`config.mk`:
```
export PLATFORM = sky130hd
export DESIGN_NAME = clock_set_ctrl
export DESIGN_NICKNAME = d
export VERILOG_FILES = /design/src/rtl/clock_set_ctrl.sv
export SDC_FILE = /design/constraint.sdc
export NUM_CORES = 1
export LEC_CHECK = 0
export CORE_ASPECT_RATIO = 1.75
export CORE_MARGIN = 2
export CORE_UTILIZATION = 40
export DETAILED_ROUTE_END_ITERATION = 8
export SYNTH_ARGS = -nofsm -noshare
export SYNTH_HDL_FRONTEND = slang
export SYNTH_SLANG_ARGS = --single-unit
```
`constraint.sdc`:
```
create_clock -name i_sysclk -period 3 [get_ports i_sysclk]
set_input_delay 0.6 -clock i_sysclk [delete_from_list [all_inputs] [get_ports i_sysclk]]
set_output_delay 0.6 -clock i_sysclk [all_outputs]
set_load 0.01 [all_outputs]
```
`src/rtl/clock_set_ctrl.sv`:
```
// clock_set_ctrl
// Time-set controller for the basic clock counter chain. The set button walks
// the user through RUN -> SET_H -> SET_M -> COMMIT -> RUN. While the user is
// editing, the counter chain is frozen. On commit, one load pulse carries the
// edited hours/minutes. Holding the increment button auto-repeats. Editing is
// abandoned without a load after TIMEOUT_CYC idle cycles.
//
// Ports:
//   i_sysclk   - system clock, the block's only clock
//   i_reset_n  - asynchronous active-low reset
//   i_set      - debounced set button level
//   i_inc      - debounced increment button level
//   i_hours    - live hours from the counter chain (captured on entry)
//   i_minutes  - live minutes from the counter chain (captured on entry)
//   o_clk_en   - counter chain enable, high only in RUN
//   o_load     - one-cycle load strobe (consumer also clears seconds)
//   o_hours    - shadow hours being edited / loaded
//   o_minutes  - shadow minutes being edited / loaded
//   o_mode     - 00 RUN, 01 SET_H, 10 SET_M, 11 COMMIT
module clock_set_ctrl #(
    parameter int TIMEOUT_CYC    = 500_000_000,
    parameter int REPEAT_DLY_CYC = 25_000_000,
    parameter int REPEAT_CYC     = 5_000_000
) (
    input  logic       i_sysclk,
    input  logic       i_reset_n,
    input  logic       i_set,
    input  logic       i_inc,
    input  logic [4:0] i_hours,
    input  logic [5:0] i_minutes,
    output logic       o_clk_en,
    output logic       o_load,
    output logic [4:0] o_hours,
    output logic [5:0] o_minutes,
    output logic [1:0] o_mode
);

    typedef enum logic [1:0] {
        ST_RUN    = 2'b00,
        ST_SET_H  = 2'b01,
        ST_SET_M  = 2'b10,
        ST_COMMIT = 2'b11
    } state_t;

    localparam int IDLE_W   = $clog2(TIMEOUT_CYC) + 1;
    localparam int HOLD_MAX = (REPEAT_DLY_CYC > REPEAT_CYC) ? REPEAT_DLY_CYC : REPEAT_CYC;
    localparam int HOLD_W   = $clog2(HOLD_MAX) + 1;

    // The idle count seen at an edge is one less than the cycles since the
    // last event, so the limit is one below the timeout length.
    localparam logic [IDLE_W-1:0] IDLE_LIMIT = IDLE_W'(TIMEOUT_CYC - 1);
    localparam logic [HOLD_W-1:0] HOLD_DLY   = HOLD_W'(REPEAT_DLY_CYC);
    localparam logic [HOLD_W-1:0] HOLD_RPT   = HOLD_W'(REPEAT_CYC);

    state_t              state;
    state_t              next_state;
    logic                set_prev;
    logic                inc_prev;
    logic                set_press;
    logic                inc_press;
    logic                in_set;
    logic                repeat_tick;
    logic                inc_evt;
    logic [IDLE_W-1:0]   idle_cnt;
    logic [IDLE_W-1:0]   next_idle;
    logic [HOLD_W-1:0]   hold_cnt;
    logic [HOLD_W-1:0]   next_hold;
    logic                repeating;
    logic                next_repeating;
    logic [4:0]          next_hours;
    logic [5:0]          next_minutes;

    // Edge detection and the increment event. The hold counter measures the
    // initial delay first, then (once 'repeating' is set) restarts each tick
    // and measures the repeat period instead.
    always_comb begin
        set_press   = i_set & ~set_prev;
        inc_press   = i_inc & ~inc_prev;
        in_set      = (state == ST_SET_H) || (state == ST_SET_M);
        repeat_tick = in_set && i_inc &&
                      (repeating ? (hold_cnt == HOLD_RPT) : (hold_cnt == HOLD_DLY));
        inc_evt     = in_set && (inc_press || repeat_tick);
    end

    // Next-state, shadow and counter logic. A set press always beats an
    // increment in the same cycle. The idle and hold counters saturate.
    always_comb begin
        next_state     = state;
        next_hours     = o_hours;
        next_minutes   = o_minutes;
        next_idle      = '0;
        next_hold      = '0;
        next_repeating = 1'b0;

        case (state)
            ST_RUN: begin
                if (set_press) begin
                    next_state   = ST_SET_H;
                    next_hours   = i_hours;
                    next_minutes = i_minutes;
                end
            end
            ST_SET_H: begin
                if (set_press) begin
                    next_state = ST_SET_M;
                end else if (inc_evt) begin
                    next_hours = (o_hours >= 5'd23) ? 5'd0 : o_hours + 5'd1;
                end else if (idle_cnt >= IDLE_LIMIT) begin
                    next_state = ST_RUN;
                end
            end
            ST_SET_M: begin
                if (set_press) begin
                    next_state = ST_COMMIT;
                end else if (inc_evt) begin
                    next_minutes = (o_minutes >= 6'd59) ? 6'd0 : o_minutes + 6'd1;
                end else if (idle_cnt >= IDLE_LIMIT) begin
                    next_state = ST_RUN;
                end
            end
            default: begin
                next_state = ST_RUN;
            end
        endcase

        if (in_set && !set_press && !inc_evt && (idle_cnt != '1)) begin
            next_idle = idle_cnt + IDLE_W'(1);
        end

        // A set press clears the hold count so a held inc restarts its delay
        // from zero in the new edit field.
        if (in_set && i_inc && !set_press) begin
            if (repeat_tick) begin
                next_hold      = HOLD_W'(1);
                next_repeating = 1'b1;
            end else begin
                next_hold      = (hold_cnt != '1) ? hold_cnt + HOLD_W'(1) : hold_cnt;
                next_repeating = repeating;
            end
        end
    end

    // State register.
    always_ff @(posedge i_sysclk or negedge i_reset_n) begin
        if (!i_reset_n) begin
            state <= ST_RUN;
        end else begin
            state <= next_state;
        end
    end

    // Registered outputs, edge registers and counters.
    always_ff @(posedge i_sysclk or negedge i_reset_n) begin
        if (!i_reset_n) begin
            set_prev  <= 1'b0;
            inc_prev  <= 1'b0;
            idle_cnt  <= '0;
            hold_cnt  <= '0;
            repeating <= 1'b0;
            o_load    <= 1'b0;
            o_hours   <= 5'd0;
            o_minutes <= 6'd0;
            o_mode    <= 2'b00;
        end else begin
            set_prev  <= i_set;
            inc_prev  <= i_inc;
            idle_cnt  <= next_idle;
            hold_cnt  <= next_hold;
            repeating <= next_repeating;
            o_load    <= (next_state == ST_COMMIT);
            o_hours   <= next_hours;
            o_minutes <= next_minutes;
            o_mode    <= next_state;
        end
    end

    // The chain runs only in RUN; decoded straight from the state register so
    // it drops in the same cycle the state leaves RUN.
    assign o_clk_en = (state == ST_RUN);

endmodule

```
==> key figures <==
Cells and area
  • Fraction of layout instances using a drive strength above 1: 5.97%
  • Layout area overhead: 18.1%
  • Diode count: 0
  • Non-Filler Instances: 611
  • NumNets Final: 505
  • Cell area after layout: 0.00479 mm²

Pwr
  • Worst IR Drop VDD: 0.000400 V
  • Pleak: 1.84 nW
  • PwrDens: 683 mW/mm²

Critical path
  • RR Startpoint: hold_cnt[17]
  • Critical-path maximum fanout: 8
  • Worst Reg-to-Reg Cells: 6
  • Start point of the critical path: o_mode[0]
  • Crit. End Element: output port
  • Worst EP arrival: 1830 ps
  • Required @ worst endpoint: 2400 ps
  • Reg-to-reg slack, setup: 600 ps
  • WS Path Type: register to output port
  • Worst setup endpoint: o_clk_en
  • RR Endpoint: o_minutes[5]
  • CP startpoint kind: register

Global route
  • Total GRT Usage: 17.7%
  • Largest net degree at the start of global routing: 74
  • Vias in the first global route: 3342
  • Global-route wire length before repair: 15.4 mm
  • Initial antenna violation count: 0
  • Grt total ovfl: 0

Run
  • # Max-Cap Violations: 0

Route
  • Drt drc: 0
  • WL/cell: 14.7 µm
  • Starting DRT DRC Count: 257
  • DRT antenna net count: 0
  • Via count: 3371
  • Routed WL: 8.98 mm
  • Pre-Repair DR Iteration Count: 4
  • Via density: 5.52

Logic synthesis
  • Post-Syn Instances: 446
  • Post-synth EDFFs: 0
  • Post-synthesis average cell area: 9.10 µm²
  • Async SR Flop Fraction: 100%
  • Top cells by count, synth: nor2_1, dfrtp_1, nand2_1
  • Post-Syn Area: 0.00406 mm²
  • Top FF cell, synth: dfrtp_1
  • Count leader, synth: nor2_1
  • Largest cells by area after synthesis: dfrtp_1, nor2_1, xnor2_1, xor2_1, nand2_1
  • Synthesized Nets: 470
  • Synth warn: 0
  • Seq/Total Area, Yosys: 45.0%
  • Top cell type's share of synthesized area: 45.0%
  • Distinct cells, synth: 52
  • Post-synthesis register bit count: 73
  • Area leader, netlist: dfrtp_1

Die
  • Die span in y: 137 µm
  • # IOs: 30
  • Core Rows: 48
  • Chip width: 80.1 µm
  • Starting Density: 41.2%
  • Core Area: 0.00985 mm²
  • Die Area: 0.0110 mm²

Clock network
  • Clock sink count: 73
  • Clk root buf: clkbuf_16
  • Post-CTS sizing: 0
  • Cts hold-fix bufs: 0
  • CTS buffer count: 9
  • H-tree depth: 3
  • Clk_lat worst skew: 340 ps
  • CTS Buffer Depth: 2
  • Reg clk slew, reported paths: 60 ps
  • Postcts setup bufs: 0
  • CTS tree: done

Min path
  • Hold/Removal Path Class: primary input to asynchronous set/reset pin

Timing
  • Layout Skew: 9.25 ps
  • Worst-case hold slack: 396 ps
  • Relative slew slack: 37.9%
  • TNS Setup: 0 ps
  • RSZ-0062 raised after global routing: false
  • Slew Limit Fails: 0
  • Fin. Hold Viols: 0
  • Least-Margin Pin Slew: 932 ps
  • Final setup fails: 0
  • Peak Freq: 412 MHz
  • Fin crit period: 2430 ps
  • Fin crit share: 80.9%

Place
  • Placed cell count: 595
  • Area after DPL: 0.00449 mm²
  • IO buf count: 29
  • Gpl congestion: 0.842
  • DP HPWL: 6.34 mm

Status
  • Outcome: finished, final reports clean
[state kept, by name, summed over array words and instances (netlist names)]
register,count
hold_cnt,26
idle_cnt,30
inc_prev,1
o_hours,5
o_load,1
o_minutes,6
o_mode,2
repeating,1
set_prev,1
[worst min path at each step]
stage	from	to	slack, ps	cells after the start
floorplan	i_reset_n	hold_cnt[0]	300	0
global placement	idle_cnt[0]	idle_cnt[0]	470	1
detailed placement	idle_cnt[0]	idle_cnt[0]	480	1
CTS	i_reset_n	o_load	450	1
global route	i_reset_n	o_load	500	1
finish	i_reset_n	idle_cnt[4]	400	1
[area by class of cell]
| type | count | area [µm²] |
|---|---|---|
| Multi-Input combinational cell | 349 | 2130 |
| Clock inverter | 6 | 67.6 |
| Clock buffer | 10 | 239 |
| Timing Repair Buffer | 33 | 318 |
| Sequential cell | 73 | 1830 |
| Inverter | 15 | 56.3 |
| Fill cell | 948 | 5060 |
| Tap cell | 125 | 156 |
[power by group]
group	switching (mW)	internal, mW
logic	0.514	0.423
clock network	0.427	0.667
registers	0.150	1.09
[per-layer routing]
metal  vias to the layer above  track usage, %  part of all wire [%]
met1                      1649            20.2                    41
met2                        57            31.3                    54
met4                         0            8.29                   2.7
met5                         -               0                     0
met3                        20            3.34                   2.8
li1                       1645               -                     -
[critical path, stage by stage, from the launching register on]
cell and delay, ps:
dfrtp_1 440, inv_1 130, ha_1 320, clkdlybuf4s50_1 590
[through the flow]
stage	total power [mW]	util, %	setup WS [ps]
floorplan	1.83	-	848
global placement	2.18	45.6	393
detailed placement	2.20	45.6	360
CTS	3.31	48.7	579
finish	3.27	48.7	573
global route	3.46	48.7	353
[cells by family after synthesis]
kind of cell | after synthesis | synth area share [%]
buffers and inverters | 24 | 2.53
DFF | 73 | 45.0
muxes | 4 | 0.986
and+or+nand+nor | 230 | 27.6
adders and majority gates | 9 | 2.77
xor gates and xnor gates | 51 | 11.0
AOI/OAI and AO/OA | 55 | 10.1
[cell usage in the layout (no fill, tap or decap), types with 3 or more instances in the layout]
cell type and count:
xnor2_1 27, nand3b_1 3, a21boi_0 3, nor2b_1 3, a21o_1 3, o211ai_1 4, nand4_1 12, or3_1 6
a211oi_1 4, nand2_1 47, nand3_1 28, ha_1 9, xor2_1 24, and3_1 6, mux2i_1 4, nor4_1 6
or4_1 3, nor2_1 79, inv_1 15, clkdlybuf4s50_1 28, o21ai_0 7, and4_1 4, nor4b_1 5, nor3_1 17
a21oi_1 14, buf_4 5, clkbuf_16 9, a2111oi_2 3, dfrtp_1 73
(Power assumes the default switching activity.)
